[src/rtl/ram_rom_alu_pkg.sv]
// Shared constants for the program-ROM / ALU slice: default widths, ALU select
// bit positions, instruction encodings and the fixed program image.
package ram_rom_alu_pkg;

    localparam int DEF_DATA_W = 16;
    localparam int DEF_ADDR_W = 5;
    localparam int DEF_CODE_W = 23;

    localparam int MATH_W   = 7;
    localparam int MATH_ADD = 6;
    localparam int MATH_SUB = 5;
    localparam int MATH_XOR = 4;
    localparam int MATH_AND = 3;
    localparam int MATH_OR  = 2;
    localparam int MATH_DIV = 1;
    localparam int MATH_MOD = 0;

    typedef enum logic [3:0] {
        FUNC_LOAD = 4'd0,
        FUNC_ADD  = 4'd1,
        FUNC_HALT = 4'd15
    } func_e;

    typedef struct packed {
        func_e       func;
        logic [2:0]  rx;
        logic [15:0] imm;
    } code_word_t;

    localparam int ROM_DEPTH = 32;

    function automatic logic [DEF_CODE_W-1:0] make_code(
        input func_e       func,
        input logic [2:0]  rx,
        input logic [15:0] imm
    );
        code_word_t w;
        w.func = func;
        w.rx   = rx;
        w.imm  = imm;
        return w;
    endfunction

    // Words beyond the short demo program stay zero.
    function automatic logic [ROM_DEPTH-1:0][DEF_CODE_W-1:0] build_rom_image();
        logic [ROM_DEPTH-1:0][DEF_CODE_W-1:0] r;
        r    = '0;
        r[0] = make_code(FUNC_LOAD, 3'd0, 16'd5);
        r[1] = make_code(FUNC_LOAD, 3'd1, 16'd3);
        r[2] = make_code(FUNC_ADD,  3'd0, 16'd1);
        r[3] = make_code(FUNC_HALT, 3'd0, 16'd0);
        return r;
    endfunction

    localparam logic [ROM_DEPTH-1:0][DEF_CODE_W-1:0] ROM_IMAGE = build_rom_image();

endpackage

[src/rtl/ram_rom_alu_alu16.sv]
// Stateless unsigned ALU with a one-hot operation select; when several select
// bits are set the highest-numbered one wins.
module alu16
    import ram_rom_alu_pkg::*;
#(
    parameter int DATA_W = DEF_DATA_W
) (
    input  logic [DATA_W-1:0] p,
    input  logic [DATA_W-1:0] q,
    input  logic [MATH_W-1:0] math_en,
    output logic [DATA_W-1:0] g
);

    logic [DATA_W-1:0] g_next;
    logic              q_zero;

    assign q_zero = (q == '0);

    always_comb begin
        g_next = '0;
        if (math_en[MATH_ADD]) begin
            g_next = p + q;
        end else if (math_en[MATH_SUB]) begin
            g_next = p - q;
        end else if (math_en[MATH_XOR]) begin
            g_next = p ^ q;
        end else if (math_en[MATH_AND]) begin
            g_next = p & q;
        end else if (math_en[MATH_OR]) begin
            g_next = p | q;
        end else if (math_en[MATH_DIV]) begin
            // Divide by zero saturates to all ones rather than being undefined.
            g_next = q_zero ? '1 : p / q;
        end else if (math_en[MATH_MOD]) begin
            g_next = q_zero ? p : p % q;
        end
    end

    assign g = g_next;

endmodule

[src/rtl/ram_rom_alu.sv]
// Program address register feeding a combinational program ROM, alongside a
// stateless ALU. Only the address register is clocked and reset.
module ram_rom_alu
    import ram_rom_alu_pkg::*;
#(
    parameter int DATA_W = DEF_DATA_W,
    parameter int ADDR_W = DEF_ADDR_W,
    parameter int CODE_W = DEF_CODE_W
) (
    input  logic              clk,
    input  logic              rst,
    input  logic [ADDR_W-1:0] ad_in,
    output logic [ADDR_W-1:0] ad_out,
    output logic [CODE_W-1:0] code,
    input  logic [DATA_W-1:0] p,
    input  logic [DATA_W-1:0] q,
    input  logic [6:0]        math_en,
    output logic [DATA_W-1:0] g
);

    localparam int WORDS = 2 ** ADDR_W;

    logic [ADDR_W-1:0] ad_reg;
    logic [CODE_W-1:0] rom_words [WORDS];

    always_ff @(posedge clk) begin
        if (rst) begin
            ad_reg <= '0;
        end else begin
            ad_reg <= ad_in;
        end
    end

    assign ad_out = ad_reg;

    // Address space larger than the program image reads back as zero.
    for (genvar gi = 0; gi < WORDS; gi++) begin : g_rom
        if (gi < ROM_DEPTH) begin : g_img
            assign rom_words[gi] = CODE_W'(ROM_IMAGE[gi]);
        end else begin : g_zero
            assign rom_words[gi] = '0;
        end
    end

    assign code = rom_words[ad_reg];

    alu16 #(
        .DATA_W (DATA_W)
    ) u_alu (
        .p       (p),
        .q       (q),
        .math_en (math_en),
        .g       (g)
    );

endmodule

[config.mk]
export PLATFORM = sky130hd
export DESIGN_NAME = ram_rom_alu
export DESIGN_NICKNAME = d
export VERILOG_FILES = /design/src/rtl/ram_rom_alu_pkg.sv /design/src/rtl/ram_rom_alu_alu16.sv /design/src/rtl/ram_rom_alu.sv
export SDC_FILE = /design/constraint.sdc
export NUM_CORES = 1
export LEC_CHECK = 0
export ABC_AREA = 1
export BUFFER_PORTS_ARGS = -buffer_cell sky130_fd_sc_hd__buf_2
export CAP_MARGIN = 25
export CORE_MARGIN = 10
export CORE_UTILIZATION = 58
export DETAILED_ROUTE_END_ITERATION = 6
export GPL_ROUTABILITY_DRIVEN = 0
export HOLD_SLACK_MARGIN = 0.08
export PLACE_DENSITY = 0.82
export SLEW_MARGIN = 5
export SYNTH_ARGS = -nofsm -noshare
export SYNTH_HDL_FRONTEND = slang
export SYNTH_SLANG_ARGS = --single-unit
[constraint.sdc]
create_clock -name clk -period 27.2 [get_ports clk]
set_input_delay 2.72 -clock clk [delete_from_list [all_inputs] [get_ports clk]]
set_output_delay 2.72 -clock clk [all_outputs]
set_load 0.01 [all_outputs]
==> impl_metrics.tcl, run 1 <==
set metrics [dict create \
    synth_warnings 0 \
    synth_most_common_cell "nand2_1" \
    post_cts_buffers 121 \
    clockRootBuffer "clkbuf_16" \
    num_io_pins 90 \
    cts.htree.levels 1 \
    yosysSeqAreaShare_pct 0.939 \
    yosysTopAreaCell "ha_1" \
    status "aborted with a tool error" \
    synthesis.area_mm2 0.0107 \
    start_util_pct 59.1 \
    synthDistinctLibCells 61 \
    cts_resized 355 \
    synthesis.instances 1798 \
    die_w_um 156 \
    cts.sinks 5 \
    async_flop_share_pct 0 \
    yosysTopAreaCellShare_pct 21.5 \
    ys.flop_type "dfxtp_1" \
    lastStage "clock tree synthesis" \
    rows 49 \
    avgSynthCellArea_um2 5.93 \
    cts_buffers 3 \
    placed_area_mm2 0.0151 \
    synth_area_leaders "ha_1, nand2_1, inv_1" \
    hpwl_um 39400 \
    hold_buffers 0 \
    die_y_um 156 \
    cts.path.max_buffers 2 \
    ys_top_cells_by_count "nand2_1, inv_1, ha_1" \
    synth_seq_cells 5 \
    synth-edff-count 0 \
    port_buffers 74 \
    run.stop_error "[ERROR DPL-0033] detailed placement checks failed during check placement." \
]
==> through the flow <==
stage               instances  utilization [%]  setup TNS, ns  setup slack (ns)
detailed placement       2591             83.8         -46.71             -3.02
floorplan                1812                -              0          0.000343
global placement         2591             83.8         -13.03            -0.929
==> logic make-up after synthesis <==
family                   count (synthesis)  synth area share [%]
flip-flops                               5                 0.939
buffers and inverters                  317                  12.8
AND/OR/NAND/NOR                        857                  37.9
other                                    1                0.0352
adder cells (fa/ha/maj)                186                  22.1
XOR/XNOR                                72                  5.92
AO/OA/AOI/OAI                          360                  20.4
==> inputs of run 2 (changes only) <==
Settings changed: CORE_UTILIZATION 58 to 40, HOLD_SLACK_MARGIN 0.08 to not set, PLACE_DENSITY 0.82 to not set, PLACE_DENSITY_LB_ADDON set to 0.15.
Clock period 27.2 ns to 35.4 ns, I/O delays scaled along.
==> run 2 against run 1 <==
Net effect: the flow now finishes without violations; synthesized cell count unchanged; area after synthesis unchanged.
==> impl_metrics.tcl, run 2 <==
set metrics [dict create \
    seqCellArea_um2 100 \
    fp.dieArea_mm2 0.0336 \
    cts.sinks 5 \
    cts_buffers 3 \
    cts_tree "built" \
    routedWlPerCell_um 17.0 \
    yosysTopAreaCellShare_pct 21.5 \
    async_flop_share_pct 0 \
    drt_pass1_iterations 5 \
    port_buffers 74 \
    vias 11800 \
    hold_ws_ns 3.51 \
    end_kind "primary output" \
    layout_setup_ws_ns 2.49 \
    grt_overflow 0 \
    powerDensity_mw_per_mm2 23.3 \
    grt_pass1_vias 11200 \
    fin_cells 2201 \
    grt_start_max_net_pins 24 \
    post_drt_via_cell_ratio 5.36 \
    min_path_type "in -> reg" \
    cts.htree.levels 1 \
    fillers 2840 \
    synthesis.area_mm2 0.0107 \
    final.period_utilization_pct 93.0 \
    ys.flop_type "dfxtp_1" \
    setup_viol 0 \
    synth_seq_cells 5 \
    clockRootBuffer "clkbuf_16" \
    critPathKind "in -> out" \
    synth_most_common_cell "nand2_1" \
    multi_input_area_mm2 0.00934 \
    worstMarginPinSlew_ns 0.949 \
    irDropWorstVdd_uv 31.4 \
    yosysTopAreaCell "ha_1" \
    cellLeakagePower_nw 6.34 \
    hold_end "ad_out[3]" \
    insertedDiodeCount 0 \
    yosysSeqAreaShare_pct 0.939 \
    start_util_pct 40.8 \
    min_period_ns 32.91 \
    arrival_ns 29.37 \
    finish.utilization_pct 44.3 \
    min-delay-start "ad_in[3]" \
    grt_pass1_wl_um 58800 \
    ant_nets 0 \
    drv_slew 0 \
    num_io_pins 90 \
    drc 0 \
    cts.path.max_buffers 2 \
    placed_cells 2178 \
    hold_depth 3 \
    cp_max_fo 23 \
    crit_path_start_kind "input pin" \
    relSlewSlack_pct 36.5 \
    slowest_delay_ns 0.45 \
    synth-edff-count 0 \
    worst_ep_required_time_ns 31.86 \
    path_clk_slew_ns 0.03 \
    die_y_um 183 \
    synth_warnings 0 \
    gr-usage-all-layers_pct 21.3 \
    mostFrequentLayoutCells "nand2_1, inv_1, ha_1, a21oi_1, nor2_1" \
    fmax_mhz 30.4 \
    final_common_cell "nand2_1" \
    nets 2099 \
    cp_slowest_cell "fa_1" \
    maxCapViolCount 0 \
    synth_area_leaders "ha_1, nand2_1, inv_1" \
    crit_top_cell "nand2_1" \
    syn_to_final_growth_pct 8.67 \
    status "finished, final reports clean" \
    hpwl_um 30300 \
    drive_gt1_share_pct 15.9 \
    design_area_mm2 0.0116 \
    wl_um 37400 \
    avgSynthCellArea_um2 5.93 \
    largest_register_ffs 5 \
    placed_area_mm2 0.0112 \
    drtIter0Drc 942 \
    final_hold_viol_count 0 \
    hold_buffers 0 \
    pre_cts_ws_ns 0.285 \
    synthesis.instances 1798 \
    die_w_um 183 \
    synthDistinctLibCells 61 \
    core_mm2 0.0261 \
    antenna_found_initial 0 \
    ys_top_cells_by_count "nand2_1, inv_1, ha_1" \
    rows 59 \
]
[run 2: cell counts after synthesis]
No cell type changed its count.
[run 2: kinds of logic after synthesis]
logic type                 Yosys count  share of synthesized area [%]
AOI/OAI and AO/OA                  360                           20.4
xor gates and xnor gates            72                           5.92
adders and majority gates          186                           22.1
buffers and inverters              317                           12.8
DFF                                  5                          0.939
other                                1                         0.0352
and+or+nand+nor                    857                           37.9
[run 2: metal layers]
| layer | global-route usage [%] | vias to the layer above | share of wire [%] |
|---|---|---|---|
| met4 | 6.36 | 0 | 2.9 |
| met5 | 0 | - | 0 |
| li1 | - | 6063 | - |
| met1 | 28.6 | 5323 | 47 |
| met3 | 2.21 | 53 | 5.9 |
| met2 | 35.2 | 359 | 44 |
[run 2: stage by stage]
step	power, W	setup TNS, ns
2_1_floorplan	0.000190	0
3_3_place_gp	0.000245	0
3_5_place_dp	0.000245	0
4_1_cts	0.000265	0
5_1_grt	0.000300	-0.0204
6_report	0.000270	0
[run 2: power by group]
part / total (W) / switching (W) / internal (W)
Sequential: 0.00000617 / 0.000000189 / 0.00000598
Combinational: 0.000245 / 0.000156 / 0.0000892
Clock: 0.0000187 / 0.00000378 / 0.0000149
[run 2: repair_timing]
action,4_1_cts,5_1_grt
gates resized for setup,0,28
endpoints found under the setup margin,0,16
buffers inserted,0,16
[run 2: final cells by class]
type                            count  share of cell area [%]
Clock buffer                        4                   0.681
Inverter                          261                    8.83
Multi-Input combinational cell   1490                    80.6
Sequential cell                     5                   0.864
Tap cell                          335                    3.62
Timing Repair Buffer              103                    5.19
Timing Repair inverter              3                   0.173
[run 2: worst max-delay path: cells and delay by family]
kind,cells,cell delay (ns)
AO/OA/AOI/OAI,41,6.00
adder cells (fa/ha/maj),15,4.75
XOR/XNOR,2,0.32
buffers and inverters,30,3.60
AND/OR/NAND/NOR,98,11.10
[run 2: worst max path at each step]
stage	start	to	cells after the start
after CTS	q[10]	g[4]	172
after global routing	q[12]	g[11]	187
after detailed placement	q[13]	g[4]	175
after floorplan	q[0]	g[5]	186
final	q[12]	g[11]	186
after global placement	q[14]	g[4]	175
Power figures use the tool's default switching activity.
==> inputs of run 3 (changes only) <==
Settings changed: REMOVE_ABC_BUFFERS set to 1.
==> run 3 against run 2 <==
Net effect: maximum frequency grew 0.58%; critical path depth shrank 1; critical path type unchanged; largest power group unchanged; global-route usage grew 0.15 points; sequential power is essentially flat; core utilization is essentially flat; clock-buffer cell count is the same; die area is the same; first-iteration DRC count grew 7.7%; via count grew 1.4%; design area is essentially flat.
==> impl_metrics.tcl, run 3 (same netlist as run 2, synthesis figures left out) <==
set metrics [dict create \
    critPathKind "in -> out" \
    fp.dieArea_mm2 0.0336 \
    routedWlPerCell_um 17.3 \
    p_switching_w 0.000162 \
    worst_ep_required_time_ns 31.86 \
    arrival_ns 29.19 \
    port_buffers 74 \
    cts_buffers 3 \
    antenna_found_initial 0 \
    clkPwrFrac_pct 6.9 \
    grt_pass1_vias 11000 \
    rows 59 \
    p_int_w 0.000110 \
    drt_pass1_iterations 7 \
    gr-usage-all-layers_pct 21.5 \
    status "finished, final reports clean" \
    grt_pass1_wl_um 59100 \
    final_hold_viol_count 0 \
    insertedDiodeCount 0 \
    ant_nets 0 \
    cp_slowest_cell "fa_1" \
    largest_register_ffs 5 \
    syn_to_final_growth_pct 8.65 \
    maxCapViolCount 0 \
    die_w_um 183 \
    finalPower_w 0.000272 \
    fmax_mhz 30.6 \
    nets 2100 \
    drtIter0Drc 1015 \
    crit_path_start_kind "input pin" \
    relSlewSlack_pct 41.6 \
    mostFrequentLayoutCells "nand2_1, inv_1, ha_1, a21oi_1, nor2_1" \
    top_layer "met4" \
    end_kind "primary output" \
    clockRootBuffer "clkbuf_16" \
    min_period_ns 32.73 \
    powerDensity_mw_per_mm2 23.5 \
    die_y_um 183 \
    fin_tns_setup_ns 0 \
    setup_viol 0 \
    final_common_cell "nand2_1" \
    core_mm2 0.0261 \
    switching_share_pct 59.4 \
    drv_slew 0 \
    cts.sinks 5 \
    drc 0 \
    post_drt_via_cell_ratio 5.44 \
    hold_buffers 0 \
    hpwl_um 30400 \
    wl_met1_um 18000 \
    wl_um 38000 \
    cp_max_fo 23 \
    cts.path.max_buffers 2 \
    final.period_utilization_pct 92.4 \
    met2_length_um 16700 \
    slowest_delay_ns 0.45 \
    num_io_pins 90 \
    worstMarginPinSlew_ns 0.873 \
    grt_start_max_net_pins 24 \
    start_util_pct 40.8 \
    combPwrFrac_pct 90.9 \
    irDropWorstVdd_uv 30.9 \
    cts_tree "built" \
    grt_overflow 0 \
    cellLeakagePower_nw 6.34 \
    seqPwrFrac_pct 2.3 \
    drive_gt1_share_pct 15.9 \
    hold_ws_ns 3.51 \
    min_path_type "in -> reg" \
    crit_top_cell "nand2_1" \
    met3_length_um 2500 \
    vias 12000 \
    path_clk_slew_ns 0.03 \
    cts.htree.levels 1 \
]
run 3: cell types whose count changed in the layout (fill, tap and decap cells not counted), moves of 2 or more:
cell	delta
o21ai_2	+2
inv_1	+2
o21ai_1	-3
clkinvlp_4	-2
run 3: timing repair:
action | 4_1_cts | 5_1_grt
endpoints found under the setup margin | 0 | 16
hold endpoints to repair | 0 | 0
gates resized for setup | 0 | 29
buffers inserted | 0 | 16
run 3: cell type report:
cell class / count / area, µm²
Clock buffer: 4 / 78.8
Tap cell: 335 / 419
Inverter: 261 / 1020
Sequential cell: 5 / 100
Timing Repair inverter: 3 / 20.0
Timing Repair Buffer: 104 / 599
Multi-Input combinational cell: 1490 / 9340
Fill cell: 2845 / 14600
run 3: power groups by stage:
stage | clock [W] | combinational (W) | sequential (W)
floorplan | 0 | 0.000179 | 0.00000638
global placement | 0 | 0.000239 | 0.00000623
detailed placement | 0 | 0.000239 | 0.00000624
CTS | 0.0000190 | 0.000240 | 0.00000617
global route | 0.0000194 | 0.000276 | 0.00000622
finish | 0.0000187 | 0.000247 | 0.00000616
run 3: critical path, delay by kind of cell:
family	cells	cell delay, ns
AOI/OAI and AO/OA	41	6.34
xor gates and xnor gates	2	0.38
adders and majority gates	15	4.75
buffers and inverters	31	3.33
and+or+nand+nor	96	10.80
run 3: final timing paths:
| kind | from | to | slack [ns] | depth (start not counted) |
|---|---|---|---|---|
| worst max-delay path | q[14] | g[11] | 2.67 | 185 |
| worst min-delay path | ad_in[1] | ad_out[1] | 3.51 | 3 |
run 3: metal layers:
metal / vias to the layer above / global-route usage [%]
li1: 6054 / -
met1: 5453 / 30.1
met2: 406 / 35.3
met3: 56 / 1.62
met4: 0 / 4.23
met5: - / 0
run 3: per-stage QoR:
| step | worst slack, ns | utilization (%) | area [µm²] | cells |
|---|---|---|---|---|
| floorplan | 5.02 | - | 10300 | 1756 |
| global placement | 0.943 | 43.0 | 11200 | 2179 |
| detailed placement | 0.514 | 43.0 | 11200 | 2179 |
| CTS | 0.413 | 43.3 | 11300 | 2183 |
| global route | -0.0481 | 44.3 | 11600 | 2202 |
| finish | 2.67 | 44.3 | 11600 | 2202 |
==> inputs of run 4 (changes only) <==
==> constraint.sdc (replaced) <==
create_clock -name clk -period 35.4 [get_ports clk]
set_input_delay 3.54 -clock clk [delete_from_list [all_inputs] [get_ports clk]]
set_output_delay 3.54 -clock clk [all_outputs]
set_load 0.005 [all_outputs]
==> run 4 against run 3 <==
Net effect: die area stayed put; maximum frequency decreased by 0.90%; combinational power about the same; wire length increased by 0.43%; critical path type unchanged; final cell count grew 0.18%; non-clock buffer count grew 3; clock-buffer cell count stayed put; via count shrank 0.27%; highest routed layer unchanged; sequential power is essentially flat; hold slack better by 0.0050 ns.
==> impl_metrics.tcl, run 4 (same netlist as run 2, synthesis figures left out) <==
set metrics [dict create \
    fp.dieArea_mm2 0.0336 \
    slowest_delay_ns 0.39 \
    hpwl_um 30400 \
    wl_um 38200 \
    critPathKind "in -> out" \
    p_switching_w 0.000161 \
    drive_gt1_share_pct 16.6 \
    irDropWorstVdd_uv 31.9 \
    crit_top_cell "nand2_1" \
    cp_slowest_cell "ha_2" \
    placed_cells 2178 \
    setup_viol 0 \
    maxCapViolCount 0 \
    mostFrequentLayoutCells "nand2_1, inv_1, ha_1, a21oi_1, nor2_1" \
    rows 59 \
    routedWlPerCell_um 17.3 \
    crit_path_start_kind "input pin" \
    core_mm2 0.0261 \
    switching_share_pct 59.2 \
    seqPwrFrac_pct 2.3 \
    cts.htree.levels 1 \
    final_hold_viol_count 0 \
    antenna_found_initial 0 \
    grt_overflow 0 \
    seqCellArea_um2 100 \
    drc 0 \
    die_w_um 183 \
    placed_area_mm2 0.0112 \
    worstMarginPinSlew_ns 0.875 \
    die_y_um 183 \
    status "finished, final reports clean" \
    powerDensity_mw_per_mm2 23.3 \
    insertedDiodeCount 0 \
    fin_cells 2206 \
    combPwrFrac_pct 90.9 \
    grt_start_max_net_pins 24 \
    design_area_mm2 0.0117 \
    nets 2104 \
    p_int_w 0.000111 \
    min_period_ns 33.02 \
    drt_pass1_iterations 6 \
    grt_pass1_vias 11000 \
    fmax_mhz 30.3 \
    drtIter0Drc 1069 \
    post_drt_via_cell_ratio 5.41 \
    cellLeakagePower_nw 6.36 \
    drv_slew 0 \
    path_clk_slew_ns 0.03 \
    port_buffers 74 \
    worst_ep_required_time_ns 31.86 \
    start_util_pct 40.8 \
    final.period_utilization_pct 93.3 \
    vias 11900 \
    final_common_cell "nand2_1" \
    clockRootBuffer "clkbuf_16" \
    syn_to_final_growth_pct 9.63 \
    gr-usage-all-layers_pct 21.7 \
    cts.sinks 5 \
    cts.path.max_buffers 2 \
    arrival_ns 29.48 \
    clkPwrFrac_pct 6.8 \
    cp_max_fo 23 \
    fillers 2847 \
    relSlewSlack_pct 41.5 \
    multi_input_area_mm2 0.00942 \
    cts_tree "built" \
    cts_buffers 3 \
    ant_nets 0 \
    end_kind "primary output" \
    min_path_type "in -> reg" \
    grt_pass1_wl_um 59700 \
    largest_register_ffs 5 \
    num_io_pins 90 \
]
==> run 4: cell types whose count changed in the layout (fill, tap and decap cells not counted), moves of 2 or more <==
cell	previous run	this run
inv_1	234	231
nand3_4	4	6
inv_2	15	17
nand3_2	49	47
clkinvlp_4	7	10
o21ai_1	36	38
nor3_1	20	18
o21ai_0	84	82
buf_4	29	33
nor4_2	3	1
==> run 4: worst max-delay path: cells and delay by family <==
| kind | cells | cell delay [ns] |
|---|---|---|
| simple gates | 93 | 11.01 |
| compound gates | 42 | 6.45 |
| fa+ha+maj | 15 | 4.61 |
| buf+inv | 33 | 3.81 |
==> run 4: metrics by stage <==
step           setup slack [ns]  total power [W]  TNS [ns]  hold WS [ns]  utilization [%]
3_5_place_dp             -0.148         0.000243    -0.347          3.75             43.0
4_1_cts                 0.00850         0.000264         0          3.51             43.3
2_1_floorplan              5.09         0.000183         0          3.61                -
6_report                   2.38         0.000272         0          3.51             44.7
5_1_grt                 -0.0755         0.000303   -0.0826          3.53             44.7
3_3_place_gp              0.278         0.000244         0          3.74             43.0
==> run 4: area by class of cell <==
cell class | count | area share (%)
sequential | 5 | 0.857
inverter | 261 | 8.76
tap | 335 | 3.59
clock buffer | 4 | 0.675
timing repair inverter | 4 | 0.236
multi-input combinational | 1490 | 80.6
timing repair buffer | 107 | 5.29
==> run 4: timing repair <==
item,CTS,global route
setup buffers,0,20
endpoints found under the setup margin,9,16
pin swaps,0,3
hold buffers,0,0
gates resized for setup,1,45
cloned,0,4
==> run 4: worst paths after layout <==
kind / from / cells past startpoint / endpoint
hold / removal: ad_in[4] / 3 / ad_out[4]
setup / recovery: q[14] / 183 / g[5]
==> run 4: power groups by stage <==
stage / Clock (W) / Combinational [W] / Sequential [W]
finish: 0.0000186 / 0.000248 / 0.00000617
global route: 0.0000194 / 0.000278 / 0.00000621
CTS: 0.0000190 / 0.000239 / 0.00000617
detailed placement: 0 / 0.000237 / 0.00000624
global placement: 0 / 0.000238 / 0.00000624
floorplan: 0 / 0.000177 / 0.00000627
==> run 4: metal layers <==
metal	vias to the layer above	track usage (%)	share of wire (%)
li1	6079	-	-
met4	0	4.52	2.1
met5	-	0	0
met2	407	35.7	44
met3	53	1.76	6.3
met1	5398	30.2	48
